[src/rtl/hazard_sequencer.sv]
// Hazard and halt sequencer for the 5-stage core: load-use stalls, redirect
// flushes, HALT drain, and saturating stall/flush event counters.
module hazard_sequencer #(
   parameter int unsigned DRAIN_CYCLES = 3,
   parameter int unsigned CNT_W        = 16
) (
   input  logic             clk,
   input  logic             reset,
   input  logic [4:0]       id_rs1,
   input  logic [4:0]       id_rs2,
   input  logic             id_uses_rs2,
   input  logic             id_halt,
   input  logic             ex_memread,
   input  logic [4:0]       ex_rd,
   input  logic             ex_redirect,
   output logic             pc_write,
   output logic             ifid_write,
   output logic             ifid_flush,
   output logic             idex_flush,
   output logic             halted,
   output logic [CNT_W-1:0] stall_cnt,
   output logic [CNT_W-1:0] flush_cnt
);

   if (DRAIN_CYCLES == 0) begin : g_bad_drain
      $fatal(1, "hazard_sequencer: DRAIN_CYCLES must be at least 1");
   end

   localparam int unsigned     DrainW    = (DRAIN_CYCLES > 1) ? $clog2(DRAIN_CYCLES) : 1;
   localparam logic [DrainW-1:0] DrainLoad = DrainW'(DRAIN_CYCLES - 1);
   localparam logic [CNT_W-1:0]  CntMax    = '1;

   typedef enum logic [1:0] {
      StRun,
      StDrain,
      StHalted
   } state_e;

   state_e            state_q, state_d;
   logic [DrainW-1:0] drain_cnt_q, drain_cnt_d;
   logic [CNT_W-1:0]  stall_cnt_q, stall_cnt_d;
   logic [CNT_W-1:0]  flush_cnt_q, flush_cnt_d;
   logic              lu;

   // Load-use hazard: EX load writes a register the ID instruction reads; x0 is exempt.
   assign lu = ex_memread && (ex_rd != 5'd0) &&
               ((ex_rd == id_rs1) || (id_uses_rs2 && (ex_rd == id_rs2)));

   // Next-state, counter updates and combinational pipeline controls.
   always_comb begin
      state_d     = state_q;
      drain_cnt_d = drain_cnt_q;
      stall_cnt_d = stall_cnt_q;
      flush_cnt_d = flush_cnt_q;
      pc_write    = 1'b0;
      ifid_write  = 1'b0;
      ifid_flush  = 1'b1;
      idex_flush  = 1'b1;

      unique case (state_q)
         StRun: begin
            if (ex_redirect) begin
               // ID holds a wrong-path instruction, so its hazards and HALT are moot.
               pc_write   = 1'b1;
               ifid_write = 1'b1;
               if (flush_cnt_q != CntMax) flush_cnt_d = flush_cnt_q + 1'b1;
            end else if (lu) begin
               ifid_flush = 1'b0;
               if (stall_cnt_q != CntMax) stall_cnt_d = stall_cnt_q + 1'b1;
            end else if (id_halt) begin
               // Freeze fetch but let HALT move on into EX.
               ifid_flush = 1'b0;
               idex_flush = 1'b0;
               if (DRAIN_CYCLES == 1) begin
                  state_d = StHalted;
               end else begin
                  state_d     = StDrain;
                  drain_cnt_d = DrainLoad;
               end
            end else begin
               pc_write   = 1'b1;
               ifid_write = 1'b1;
               ifid_flush = 1'b0;
               idex_flush = 1'b0;
            end
         end
         StDrain: begin
            // Leave on the cycle whose decrement reaches zero so halted lands
            // exactly DRAIN_CYCLES cycles after HALT was accepted.
            drain_cnt_d = drain_cnt_q - 1'b1;
            if (drain_cnt_q == DrainW'(1)) state_d = StHalted;
         end
         StHalted: begin
            state_d = StHalted;
         end
         default: begin
            state_d = StRun;
         end
      endcase

      // Hold the pipeline quiet while reset is asserted.
      if (!reset) begin
         pc_write   = 1'b0;
         ifid_write = 1'b0;
         ifid_flush = 1'b1;
         idex_flush = 1'b1;
      end
   end

   // State and counter registers with asynchronous active-low reset.
   always_ff @(posedge clk or negedge reset) begin
      if (!reset) begin
         state_q     <= StRun;
         drain_cnt_q <= '0;
         stall_cnt_q <= '0;
         flush_cnt_q <= '0;
      end else begin
         state_q     <= state_d;
         drain_cnt_q <= drain_cnt_d;
         stall_cnt_q <= stall_cnt_d;
         flush_cnt_q <= flush_cnt_d;
      end
   end

   assign halted    = (state_q == StHalted);
   assign stall_cnt = stall_cnt_q;
   assign flush_cnt = flush_cnt_q;

endmodule

[config.mk]
export PLATFORM = sky130hd
export DESIGN_NAME = hazard_sequencer
export DESIGN_NICKNAME = d
export VERILOG_FILES = /design/src/rtl/hazard_sequencer.sv
export SDC_FILE = /design/constraint.sdc
export NUM_CORES = 1
export LEC_CHECK = 0
export CAP_MARGIN = 5
export CORE_ASPECT_RATIO = 0.9
export CORE_MARGIN = 3
export CORE_UTILIZATION = 47
export CTS_CLUSTER_DIAMETER = 30
export DETAILED_ROUTE_END_ITERATION = 10
export GPL_TIMING_DRIVEN = 0
export PLACE_DENSITY_LB_ADDON = 0.08
export SYNTH_ARGS = -nofsm -noshare
export SYNTH_HDL_FRONTEND = slang
export SYNTH_SLANG_ARGS = --single-unit
[constraint.sdc]
create_clock -name clk -period 2.6 [get_ports clk]
set_clock_uncertainty 0.15 [all_clocks]
set_input_delay 0.26 -clock clk [delete_from_list [all_inputs] [get_ports clk]]
set_output_delay 0.26 -clock clk [all_outputs]
set_load 0.03 [all_outputs]
==> results of run 1 <==
## worst min path at each step
| stage | slack, ns | depth (start not counted) | end |
|---|---|---|---|
| floorplan | -0.19 | 0 | drain_cnt_q[0] |
| global placement | 0.33 | 1 | drain_cnt_q[0] |
| detailed placement | 0.26 | 1 | stall_cnt[3] |
| CTS | 0.35 | 1 | drain_cnt_q[0] |
| global route | 0.35 | 1 | drain_cnt_q[0] |
| finish | 0.34 | 1 | stall_cnt[6] |
## where the power goes
group	switching [mW]	total (mW)	leakage (nW)	internal, mW
sequential	0.0857	0.724	0.485	0.639
combinational	0.368	0.677	0.597	0.309
clock	0.197	0.412	0.0445	0.215
total	0.651	1.81	1.13	1.16
## kinds of logic after synthesis
family                   after synthesis  synth area share (%)
XOR/XNOR                              35                 15.31
buffers and inverters                 11                 2.500
AND/OR/NAND/NOR                       84                 22.19
multiplexers                           6                 3.312
adder cells (fa/ha/maj)                6                 3.750
flip-flops                            36                 45.00
AO/OA/AOI/OAI                         21                 7.937
## area by class of cell
| cell class | instances | area, um2 | share of cell area [%] |
|---|---|---|---|
| buffer | 5 | 30.03 | 1.093 |
| tap | 46 | 57.56 | 2.095 |
| clock inverter | 1 | 7.507 | 0.2732 |
| sequential | 36 | 900.9 | 32.79 |
| clock buffer | 7 | 86.33 | 3.142 |
| timing repair buffer | 59 | 585.6 | 21.31 |
| inverter | 6 | 22.52 | 0.8197 |
| multi-input combinational | 152 | 1057 | 38.48 |
## metal layers
metal  GRT usage, %  up-vias
li1               -      843
met1          24.75      794
met2          29.71       42
met3          4.258        5
met4          4.889        0
met5              0        -
## registers in the layout, summed over array words and instances, names as in the netlist
name,flops
state_q,2
flush_cnt,16
drain_cnt_q,2
stall_cnt,16
## cells in the mapped netlist (4+ instances only)
library cell  number
nand4_1           10
nor2_1            11
dfrtp_1           36
inv_1              6
mux2_1             5
nand2_1           16
ha_1               6
nand3_1           23
buf_2              4
a21oi_1            4
nor4_1             4
xnor2_1           32
and3_1             4
and4_1             4
nor3_1             4
## worst register-to-register path, stage by stage, from the launching register on
cell     delay, ns
dfrtp_1       0.40
inv_1         0.08
ha_1          0.18
buf_2         0.21
and4_1        0.26
nand3_1       0.14
a21oi_1       0.36
nand4_1       0.16
xnor2_1       0.14
## metrics by stage
| step | hold slack, ns | util, % | worst slack [ns] | setup TNS (ns) |
|---|---|---|---|---|
| 4_1_cts | 0.3472 | 70.31 | 0.01729 | 0 |
| 6_report | 0.3400 | 70.18 | 0.1233 | 0 |
| 3_3_place_gp | 0.3269 | 67.18 | -0.8549 | -2.750 |
| 3_5_place_dp | 0.2559 | 67.05 | -0.4646 | -1.114 |
| 2_1_floorplan | -0.1856 | - | 0.5823 | 0 |
| 5_1_grt | 0.3524 | 70.18 | 0.005179 | 0 |
## timing repair
action                                  4_1_cts  5_1_grt
setup buffers                                 0        0
endpoints found under the hold margin        36        0
resized for setup                            10        1
endpoints found under the setup margin        3        1
gates cloned                                  0        0
pin swaps                                     0        0
hold buffers                                  2        0
==> impl_metrics.py, run 1 <==
metrics = {
    "status": {
        "status": "finished clean",
    },
    "sta": {
        "hold_viol": 0,
        "drv_slew": 0,
        "min_period_over_period_pct": 95.26,
        "finalSetupViolations": 0,
        "fmax_mhz": 403.8,
        "tightestPinTransition_ns": 0.3955,
        "grt_setup_unrepaired": "false",
        "post-route-min-period_ns": 2.477,
        "slew_headroom_pct": 73.63,
    },
    "synthesis": {
        "yosysTopAreaCell": "dfrtp_1",
        "synth_area_leaders": "dfrtp_1, xnor2_1, nand3_1, ha_1, nand4_1",
        "syn_area_um2": 2002,
        "ys.flop_type": "dfrtp_1",
        "synth_cell_types": 37,
        "syn_nets": 226,
        "synthArstFlopShare_pct": 100.0,
        "ys_ff_latch": 36,
        "synth_top_area_share_pct": 45.00,
        "avgSynthCellArea_um2": 10.06,
        "synth-seq-area-share_pct": 45.00,
        "yosys_warnings": 0,
        "syn_inst": 199,
        "synth_edf_count": 0,
    },
    "clocking": {
        "clock-sinks": 36,
        "clkLatencyLatePin_ns": 0.28,
        "htree_levels": 2,
        "cts_inserted_buffers": 5,
        "clkTransAtPathRegs_ns": 0.07,
        "ctsLongestPathBuffers": 2,
        "cts_root_buf": "clkbuf_8",
        "cts_tree": "yes",
    },
    "power": {
        "power.density_nw_per_um2": 660.1,
        "p_leak_nw": 1.126,
        "power_mw": 1.814,
        "vdd_drop_max_mv": 0.7014,
    },
    "critical_path": {
        "slowest_delay_ns": 0.58,
        "path_cells": "clkdlybuf4s50_1, or4_4, o21a_4, nand2_1, nand3_1, dlygate4sd2_1",
        "r2r_slack_ns": 0.41,
        "cpLargestDelayFamily": "buffers and inverters",
        "startpoint_type": "primary input",
        "cp_max_fo": 5,
        "crit_type": "in2out",
        "crit_end": "idex_flush",
        "crit_start": "ex_rd[1]",
        "ff2ff_path_depth": 8,
        "r2r_start": "state_q[1]",
        "end_kind": "output port",
        "crit_cells": 6,
        "arrival_ns": 2.07,
        "crit_path_top_delay_cell": "or4_4",
        "worstPathRequired_ns": 2.19,
        "critical_path_buf_inv_count": 2,
        "r2r-end": "flush_cnt[8]",
    },
    "die": {
        "fp.dieW_um": 74.80,
        "io_pins": 58,
        "start_util_pct": 51.13,
        "rows": 21,
        "fp.coreArea_um2": 3915,
        "die_area_um2": 5080,
        "die_h_um": 67.92,
    },
    "grt": {
        "grt_pass1_wl_mm": 7.162,
        "grt_max_degree": 37,
        "track_usage_pct": 18.35,
        "overflow": 0,
        "grt_pass1_vias": 1576,
        "grt_antenna_before_repair": 0,
    },
    "cells_and_area": {
        "nNetsFinal": 292,
        "stdcell_count": 312,
        "post-route-cell-area_um2": 2748,
        "drive_gt1_share_pct": 7.895,
        "synthToLayoutAreaGrowth_pct": 37.25,
        "final_common_cell": "clkdlybuf4s50_1",
        "fillerInstances": 312,
        "n_antenna_cell": 0,
        "final_cell_mix": "clkdlybuf4s50_1, dfrtp_1, xnor2_1",
    },
    "min_path": {
        "hp-start": "stall_cnt[6]",
        "hold_class": "reg2reg",
    },
    "route": {
        "wl_met3_um": 213,
        "highest_layer": "met4",
        "viasPerCell": 5.397,
        "drt-total-wl_mm": 4.352,
        "wl_met1_mm": 2.067,
        "firstDrtPassIters": 4,
        "drc": 0,
        "drtAntennaViolNets": 0,
        "wl_per_cell_um": 13.95,
        "dr_total_vias": 1684,
        "dr_wl_met2_mm": 2.032,
        "drtIter0Drc": 71,
    },
    "placement": {
        "finalWeightedCongestion": 0.8118,
        "hpwl_mm": 3.280,
        "dp.cells": 302,
        "io_buffer_count": 57,
        "dpl_cell_area_um2": 2625,
    },
    "run": {
        "max_cap_viol_count": 0,
    },
}
Power figures use the tool's default switching activity.
==> inputs of run 2 (changes only) <==
--- a/config.mk
+++ b/config.mk
@@ -10,6 +10,7 @@
 export CORE_MARGIN = 3
 export CORE_UTILIZATION = 47
 export CTS_CLUSTER_DIAMETER = 30
+export CTS_CLUSTER_SIZE = 30
 export DETAILED_ROUTE_END_ITERATION = 10
 export GPL_TIMING_DRIVEN = 0
 export PLACE_DENSITY_LB_ADDON = 0.08
==> results of run 2 <==
Same layout as run 1: the final DEF is identical, and so are final timing and power.
